===== src/rtl/pipe_flush_stall_controller.sv =====
// pipe_flush_stall_controller: per-boundary flush/stall generation with deferred jumps, multi-cycle flush and bubbles
module pipe_flush_stall_controller #(
    parameter int NUM_STAGES    = 4,
    parameter int JUMP_STAGE    = 2,
    parameter int FLUSH_CYCLES  = 1,
    parameter int BUBBLE_CYCLES = 1
) (
    input  logic                  clk,
    input  logic                  rst,
    input  logic                  enable_jump,
    input  logic                  pc_jump_control,
    input  logic                  load_use_hazard,
    input  logic                  bus_stall,
    output logic [NUM_STAGES-1:0] flush_data,
    output logic [NUM_STAGES-1:0] stall_data,
    output logic                  pc_stall,
    output logic                  flush_pending
);
    localparam int MAXC = FLUSH_CYCLES > BUBBLE_CYCLES ? FLUSH_CYCLES : BUBBLE_CYCLES;
    localparam int CW = $clog2(MAXC + 1);
    localparam logic [NUM_STAGES-1:0] ONES = '1;
    localparam logic [NUM_STAGES-1:0] JMASK = ONES >> (NUM_STAGES - JUMP_STAGE);
    localparam logic [NUM_STAGES-1:0] BMASK = NUM_STAGES'(2);
    localparam logic [NUM_STAGES-1:0] SMASK = NUM_STAGES'(1);
    localparam logic [CW-1:0] FLOAD = CW'(FLUSH_CYCLES - 1);
    localparam logic [CW-1:0] BLOAD = CW'(BUBBLE_CYCLES - 1);

    typedef enum logic [1:0] {IDLE, PEND, FLUSH, BUBBLE} state_t;

    state_t        state, state_n;
    logic [CW-1:0] cnt, cnt_n;
    logic          j;

    assign j = enable_jump & pc_jump_control;

    always_ff @(posedge clk) begin
        if (rst) begin
            state <= IDLE;
            cnt   <= '0;
        end else begin
            state <= state_n;
            cnt   <= cnt_n;
        end
    end

    always_comb begin
        state_n       = state;
        cnt_n         = cnt;
        flush_data    = '0;
        stall_data    = '0;
        pc_stall      = 1'b0;
        flush_pending = 1'b0;
        if (rst) begin
            flush_data = '1;
        end else if (bus_stall) begin
            stall_data    = '1;
            pc_stall      = 1'b1;
            flush_pending = state == PEND;
            state_n       = j ? PEND : state;
        end else begin
            flush_pending = state == PEND;
            // A pending, new or continuing flush beats any load-use request
            if (state == PEND || state == FLUSH || j) begin
                flush_data = JMASK;
                if (state == FLUSH && !j) begin
                    cnt_n   = cnt - 1'b1;
                    state_n = cnt == CW'(1) ? IDLE : FLUSH;
                end else begin
                    cnt_n   = FLOAD;
                    state_n = FLUSH_CYCLES > 1 ? FLUSH : IDLE;
                end
            end else if (state == BUBBLE || load_use_hazard) begin
                flush_data = BMASK;
                stall_data = SMASK;
                pc_stall   = 1'b1;
                if (state == BUBBLE) begin
                    cnt_n   = cnt - 1'b1;
                    state_n = cnt == CW'(1) ? IDLE : BUBBLE;
                end else begin
                    cnt_n   = BLOAD;
                    state_n = BUBBLE_CYCLES > 1 ? BUBBLE : IDLE;
                end
            end
        end
    end
endmodule

===== config.mk =====
export PLATFORM = sky130hd
export DESIGN_NAME = pipe_flush_stall_controller
export DESIGN_NICKNAME = d
export VERILOG_FILES = /design/src/rtl/pipe_flush_stall_controller.sv
export SDC_FILE = /design/constraint.sdc
export NUM_CORES = 1
export LEC_CHECK = 0
export CORE_AREA = 2 2 39 41
export CTS_BUF_LIST = sky130_fd_sc_hd__clkbuf_16
export DETAILED_ROUTE_END_ITERATION = 10
export DIE_AREA = 0 0 41 43
export GPL_TIMING_DRIVEN = 0
export PLACE_DENSITY = 0.57
export SLEW_MARGIN = 20
export SYNTH_ARGS = -nofsm -noshare
export SYNTH_HDL_FRONTEND = slang
export SYNTH_SLANG_ARGS = --single-unit

===== constraint.sdc =====
create_clock -name clk -period 1.5 [get_ports clk]
set_clock_uncertainty 0.05 [all_clocks]
set_input_delay 0.3 -clock clk [delete_from_list [all_inputs] [get_ports clk]]
set_output_delay 0.3 -clock clk [all_outputs]
set_load 0.05 [all_outputs]

==> flow_metrics.tcl <==
set metrics [dict create \
    synth_cells 38 \
    vias_per_cell 4.36 \
    violations "setup timing" \
    gp_congestion 0.677 \
    cap_violations 0 \
    hp-start "bus_stall" \
    synth_cell_type_count 22 \
    p_leak_nw 0.312 \
    grt_pass1_wl_um 1490 \
    post-synth-top-count-cell "buf_4" \
    cp-end-kind "primary output" \
    overflow 0 \
    ys_ff_latch 3 \
    wl_met2_um 495 \
    top_level_ports 16 \
    synth_commonest_cells "5 x buf_4, 4 x nand2_1, 3 x a31oi_1, 3 x dfxtp_1, 3 x ha_1" \
    synth-simple-area-share 0.202 \
    maxSlewHeadroom 0.677 \
    clock-sinks 3 \
    final_cell_area_sq_um 697 \
    place_hpwl_um 599 \
    muxShareOfSynthArea 0.0323 \
    syn_area_per_cell_sq_um 8.17 \
    grtUsageTotal 0.127 \
    final_util 0.504 \
    yosysWarnings 0 \
    rsz0062_at_grt "true" \
    drt_iter0_markers 1 \
    cts_tree "done" \
    drive_gt1_frac 0.645 \
    cts-htree-levels 1 \
    first_pass_iters 3 \
    hold_violations 0 \
    final_nets 72 \
    synth-compound-area-share 0.270 \
    dieArea_sq_mm 0.00176 \
    synth.area.top_cells "dfxtp_1 19%, buf_4 12%, ha_1 12%" \
    multi_input_area_sq_um 274 \
    fin_crit_ns 1.73 \
    first_global_vias 333 \
    synth_nets 47 \
    crit_path_max_fanout 4 \
    grt_max_degree 7 \
    clock_latency_ns 0.22 \
    synth_area_sq_um 310 \
    status "finished, violations left" \
    fmax_mhz 577 \
    hold_slack_ns 0.367 \
    setup_viol 4 \
    area_growth_pct 125 \
    synth_top_area_share 0.194 \
    fill_cells 132 \
    fin_ws_ns -0.232 \
    worst-r2r-setup-slack_ns 0.10 \
    synth_top_area_cell "dfxtp_1" \
    post-route-period-util 1.15 \
    dieWidth_um 41 \
    antenna_left 0 \
    min_to "state[1]" \
    route.final.wire_length_um 885 \
    synth_fa_ha_area_frac 0.121 \
    ys_seq_area_frac 0.194 \
    async_flop_share 0 \
    dpl_cell_area_sq_um 532 \
    crit_type "reg2out" \
    rows 14 \
    irDropWorstVdd_mv 0.542 \
    antennaDiodeCount 0 \
    start_kind "register" \
    r2r-start "state[0]" \
    cp.required_ns 1.15 \
    cts_buffers 3 \
    r2r-end "cnt" \
    p_per_area_mw_per_mm2 1170 \
    vias 340 \
    clock_path_buffers 2 \
    drc 0 \
    port_buffers 15 \
    top_layer "met3" \
    clkTransAtPathRegs_ns 0.03 \
    cts-root-buf "clkbuf_16" \
    initial_core_util 0.224 \
    hold_class "in2reg" \
    ctsHoldBuffers 0 \
    tns_ns -0.768 \
    seq_area_sq_um 67.6 \
    maxSlewViolCount 0 \
    critPathArrivalTime_ns 1.38 \
    antenna_found_initial 0 \
    synth_flop_cell "dfxtp_1" \
    holdPathStages 3 \
    synth_edf_count 0 \
    synth_xor_area_frac 0 \
    synth_top_family_by_area "compound AO/OA/AOI/OAI gates" \
    tightest_slew_ns 0.487 \
    dr_wl_met3_um 46 \
    wl_met1_um 343 \
    reg2reg_depth 6 \
    core_sq_mm 0.00138 \
    wl_per_cell_um 11.3 \
    die_h_um 43 \
]
what timing repair did:
item / 4_1_cts / 5_1_grt
setup buffers: 6 / 0
endpoints found under the setup margin: 10 / 10
pin swaps: 4 / 2
gates resized for setup: 73 / 6
worst max-delay path, stage by stage, from the launching register on:
cell	delay, ns
dfxtp_4	0.37
inv_4	0.05
ha_4	0.29
a31oi_1	0.07
or2_4	0.23
buf_8	0.15
power by group:
part / switching (mW) / total [mW] / leakage [nW] / internal, mW
Combinational: 0.162 / 0.297 / 0.244 / 0.135
Clock: 0.0699 / 0.413 / 0.0423 / 0.343
Sequential: 0.0146 / 0.105 / 0.0260 / 0.0906
Total: 0.246 / 0.815 / 0.312 / 0.569
cells in the final DEF, fill, tap and decap left out, types with 2 or more instances in the layout:
| master | count |
|---|---|
| clkbuf_16 | 3 |
| inv_1 | 2 |
| ha_4 | 2 |
| or2_4 | 2 |
| buf_6 | 6 |
| dfxtp_4 | 2 |
| buf_4 | 9 |
| buf_8 | 2 |
| nand2_1 | 3 |
| a31oi_1 | 3 |
| dlygate4sd2_1 | 5 |
cell families (layout without fill, tap and decap cells):
| kind of cell | after synthesis | count (layout) |
|---|---|---|
| DFF | 3 | 3 |
| buffers and inverters | 8 | 32 |
| muxes | 1 | 1 |
| AOI/OAI and AO/OA | 11 | 11 |
| adders and majority gates | 3 | 3 |
| and+or+nand+nor | 12 | 12 |
how the worst max path moves through the flow:
| stage | slack, ns | end | depth (start not counted) | start |
|---|---|---|---|---|
| 6_report | -0.23 | flush_data[1] | 5 | state[0] |
| 5_1_grt | -0.27 | flush_data[1] | 5 | state[0] |
| 4_1_cts | -0.24 | flush_data[1] | 5 | state[0] |
| 3_5_place_dp | -1.18 | stall_data[0] | 6 | rst |
| 3_3_place_gp | -1.18 | stall_data[0] | 6 | rst |
| 2_1_floorplan | -0.20 | stall_data[0] | 6 | state[0] |
final cells by class:
class	count	share of cell area
Multi-Input combinational cell	27	0.393
Timing Repair Buffer	21	0.294
Clock buffer	3	0.108
Sequential cell	3	0.0969
Buffer	5	0.0592
Tap cell	16	0.0287
Inverter	2	0.0144
Clock inverter	1	0.00539
flip-flops by register name, summed over array words and instances (netlist names):
register,count
state,2
cnt,1
per-stage QoR:
stage	worst slack [ns]	cells	power (mW)
after floorplan	-0.198	38	0.289
after global placement	-1.18	69	0.361
after detailed placement	-1.18	69	0.362
after CTS	-0.239	78	0.809
after global routing	-0.275	78	0.859
final	-0.232	78	0.815
layer usage:
layer  global-route usage  vias up
met4               0.0400        0
met1                0.154      156
met5                    0        -
met3               0.0628        0
li1                     -      176
met2                0.191        8
No activity file was read; power rests on OpenSTA's default activity.
